### src/rtl/burst_addr_gen.sv
// burst_addr_gen: serially loads a burst length and start address, then issues single/incr/wrap burst addresses over valid/ready
module burst_addr_gen #(
   parameter int ADDR_W = 16,
   parameter int LEN_W  = 4,
   parameter int STRIDE = 1
) (
   input  logic              clk,
   input  logic              rst,
   input  logic              en,
   input  logic [1:0]        mode,
   input  logic              start,
   input  logic              ser_in,
   output logic [ADDR_W-1:0] addr_out,
   output logic              addr_valid,
   input  logic              addr_ready,
   output logic              last,
   output logic              busy,
   output logic              done,
   output logic              err
);
   localparam int BW = $clog2(ADDR_W);
   localparam int SH = $clog2(STRIDE);

   if (STRIDE < 1 || (STRIDE & (STRIDE - 1)) != 0) begin : g_bad_stride
      $error("STRIDE must be a power of two");
   end

   typedef enum logic [2:0] {IDLE, LOAD_LEN, LOAD_ADDR, ISSUE, DONE} state_t;
   state_t state, nxt;

   logic [1:0]        mode_q;
   logic [LEN_W-1:0]  len, beat;
   logic [ADDR_W-2:0] sh;
   logic [ADDR_W-1:0] mask, adv;
   logic [BW-1:0]     bcnt;
   logic              wrap, len_end, addr_end, bad_len, accept;

   assign wrap       = mode_q == 2'b10;
   assign len_end    = bcnt == BW'(LEN_W - 1);
   assign addr_end   = bcnt == BW'(ADDR_W - 1);
   // beats = len+1 is a power of two exactly when len and len+1 share no set bits
   assign bad_len    = wrap & |(len & (len + 1'b1));
   assign addr_valid = state == ISSUE;
   assign last       = addr_valid & (beat == len);
   assign busy       = state != IDLE;
   assign done       = state == DONE;
   assign accept     = en & addr_valid & addr_ready;
   // wrap window covers beats*STRIDE bytes, aligned to its own size
   assign mask       = ((ADDR_W'(len) + 1'b1) << SH) - 1'b1;
   assign adv        = wrap ? (addr_out & ~mask) | ((addr_out + ADDR_W'(STRIDE)) & mask) :
                       mode_q == 2'b01 ? addr_out + ADDR_W'(STRIDE) : addr_out;

   // state register
   always_ff @(posedge clk or posedge rst) begin
      if (rst) state <= IDLE;
      else     state <= nxt;
   end

   // next-state decode; en low freezes the FSM
   always_comb begin
      nxt = state;
      if (en)
         case (state)
            IDLE:      nxt = start ? ((mode == 2'b01 || mode == 2'b10) ? LOAD_LEN : LOAD_ADDR) : IDLE;
            LOAD_LEN:  nxt = len_end ? LOAD_ADDR : LOAD_LEN;
            LOAD_ADDR: nxt = addr_end ? (bad_len ? IDLE : ISSUE) : LOAD_ADDR;
            ISSUE:     nxt = (addr_ready & last) ? DONE : ISSUE;
            DONE:      nxt = IDLE;
            default:   nxt = IDLE;
         endcase
   end

   // serial load shifting, address advance on accept, beat count and err pulse
   always_ff @(posedge clk or posedge rst) begin
      if (rst) begin
         {mode_q, len, beat, sh, bcnt, addr_out, err} <= '0;
      end else if (en) begin
         err  <= state == LOAD_ADDR && addr_end && bad_len;
         bcnt <= (nxt == state && (state == LOAD_LEN || state == LOAD_ADDR)) ? bcnt + 1'b1 : '0;
         if (state == IDLE && start) begin
            mode_q <= mode;
            len    <= '0;
         end
         if (state == LOAD_LEN) len <= {len[LEN_W-2:0], ser_in};
         if (state == LOAD_ADDR) sh <= {sh[ADDR_W-3:0], ser_in};
         if (state == LOAD_ADDR && addr_end && !bad_len) begin
            addr_out <= {sh, ser_in};
            beat     <= '0;
         end
         if (accept) begin
            addr_out <= adv;
            beat     <= beat + 1'b1;
         end
      end
   end
endmodule

### config.mk
export PLATFORM = sky130hd
export DESIGN_NAME = burst_addr_gen
export DESIGN_NICKNAME = d
export VERILOG_FILES = /design/src/rtl/burst_addr_gen.sv
export SDC_FILE = /design/constraint.sdc
export NUM_CORES = 1
export LEC_CHECK = 0
export BUFFER_PORTS_ARGS = -buffer_cell sky130_fd_sc_hd__buf_2
export CAP_MARGIN = 40
export CORE_MARGIN = 4
export CORE_UTILIZATION = 45
export DETAILED_ROUTE_END_ITERATION = 8
export PLACE_DENSITY_LB_ADDON = 0.15
export SLEW_MARGIN = 20
export SYNTH_ARGS = -nofsm -noshare
export SYNTH_HDL_FRONTEND = slang
export SYNTH_SLANG_ARGS = --single-unit
export TNS_END_PERCENT = 100
### constraint.sdc
create_clock -name clk -period 4.8 [get_ports clk]
set_input_delay 0.24 -clock clk [delete_from_list [all_inputs] [get_ports clk]]
set_output_delay 0.24 -clock clk [all_outputs]
set_load 0.005 [all_outputs]
==> reports/metrics.yaml <==
diodes: 0
drtPass1Iterations: 4
detail-route-antenna-nets: 0
syn-num-nets: 287
yosys-top-cells-area: "dfrtp_1 46%, mux2_2 7.2%, o21ai_0 5.5%"
hold_ws_ps: 198
die_w_um: 84.9
final_common_cell: "dfrtp_1"
p_leak_nw: 1.30
path_max_fanout: 27
critical_path_class: "reg2reg"
yosysSeqAreaShare_pct: 46.1
hold_violations: 0
yosysTopAreaCell: "dfrtp_1"
postSynthAreaPerCell_sq_um: 9.63
nets: 311
dieHeight_um: 84.9
grt_pass1_vias: 2023
antenna_found_initial: 0
drc: 0
cts_buffers: 5
p_per_area_nw_per_um2: 543
hold_path_class: "in2reg"
io_pins: 29
pre_cts_ws_ps: 2120
status: "complete, no violations"
portBuffers: 28
worst_pin_slew_ps: 824
maxSlewViolCount: 0
clkTransAtPathRegs_ps: 90
total_power_mw: 1.60
cts_tree: "yes"
dp_hpwl_um: 4230
synth_edf_count: 0
viasPerCell: 5.65
clock.fmax_mhz: 376
setup_viol_count_final: 0
synthCells: 276
fin_ws_ps: 2140
critPathRequiredTime_ps: 4990
synth_top_area_share_pct: 46.1
grt_pass1_wl_um: 9920
syn_area_sq_um: 2660
mostFrequentLayoutCells: "49 x dfrtp_1, 30 x nand2_1, 29 x o21ai_0, 28 x buf_2, 19 x a21oi_1"
slew_headroom_pct: 45.1
cts_sinks: 49
gr-total-overflow: 0
crit_start: "state[2]"
ys_ff_latch: 49
synthDistinctLibCells: 46
reg2reg_slack_ps: 2140
dominantRegCellSynth: "dfrtp_1"
finClkSkew_ps: 6.25
wire_per_inst_um: 15.5
syn2layout_area_growth_pct: 10.7
irDropWorstVdd_uv: 222
drt-total-wl_um: 5780
root_buffer: "clkbuf_8"
die_area_sq_um: 7200
cts_setup_buffers: 0
yosys_warnings: 0
cts_hold_buf: 1
holdCritStartpoint: "ser_in"
post-route-period-util_pct: 55.4
clock_path_buffers: 2
grt.total_usage_pct: 16.9
period_minus_slack_ps: 2660
cts_resized: 0
start_util_pct: 47.4
cp.arrival_ps: 2850
setup_tns_ps: 0
rsz0062_at_grt: "no"
gp_congestion: 0.868
grt_start_max_net_pins: 28
critPathLaunchType: "flip-flop"
dr.first_iter.drc_count: 93
drive_gt1_share_pct: 18.7
htreeDepth: 2
endpoint_kind: "flip-flop"
maxCapViolations: 0
core-area_sq_um: 5610
clock_latency_ps: 300
row_count: 27
async_flop_share_pct: 100
vias: 2102
r2r_start: "state[2]"
[metrics by stage]
step | util (%) | std cells | cell area (sq um)
floorplan | - | 276 | 2660
global placement | 50.1 | 362 | 2810
detailed placement | 50.5 | 363 | 2830
CTS | 52.2 | 371 | 2930
global route | 52.5 | 372 | 2940
finish | 52.5 | 372 | 2940
[cell usage after synthesis, drive strengths merged, types with 4 or more instances]
cell type   n
xor2        9
nor2b       4
nand2      30
buf         7
dfrtp      49
nor3        4
a21oi      19
and3        4
o21ai      31
a22o        5
nand3      13
and2        4
clkbuf      7
inv        10
or3         4
o22ai       4
nand4       6
a31oi       5
nor2        8
mux2       19
[sequential cells by signal (all words and copies together) (netlist names), named ones only]
| register | flops |
|---|---|
| addr_out | 13 |
| bcnt | 4 |
| beat | 4 |
| err | 1 |
| len | 4 |
| mode_q | 2 |
| sh | 15 |
| state | 3 |
[final cells by class]
type,count,area [sq um]
clock buffers,7,86.3
fillers,541,2670
inverters,10,37.5
multi-input cells,203,1320
flip-flops and latches,49,1230
well taps,72,90.1
repair buffers,31,185
[critical path, stage by stage (launching register included)]
cell     delay, ps
dfrtp_1        440
and4b_1        330
and2_1         690
a22o_1         590
o21ai_1        160
mux2_1         340
[worst paths after layout]
| check | endpoint | cells after the start |
|---|---|---|
| worst max-delay path | flip-flop | 5 |
| worst min-delay path | len[0] | 2 |
| worst max register to register | flip-flop | 5 |
| worst min register to register | bcnt[0] | 1 |
| max in group asynchronous | addr_out[4] | 4 |
| min in group asynchronous | bcnt[1] | 3 |
[layer usage]
layer | vias to the layer above | routed length [um] | track usage [%] | share of wire (%)
met1 | 1007 | 2920 | 24.5 | 51
met4 | 0 | 69 | 4.75 | 1.2
met3 | 7 | 237 | 3.01 | 4.1
met2 | 31 | 2550 | 26.2 | 44
met5 | - | 0 | 0 | 0
li1 | 1057 | - | - | -
[cells by family after synthesis]
family | count (synthesis) | synth area share (%)
buf+inv | 24 | 4.33
simple gates | 91 | 18.0
compound gates | 79 | 18.4
xor+xnor | 10 | 3.30
flops | 49 | 46.1
fa+ha+maj | 3 | 1.41
mux | 20 | 8.43
[power by group]
group	internal [mW]	switching (mW)	total [mW]
Combinational	0.290	0.305	0.595
Clock	0.115	0.130	0.245
Sequential	0.565	0.192	0.756
Power figures use the tool's default switching activity.
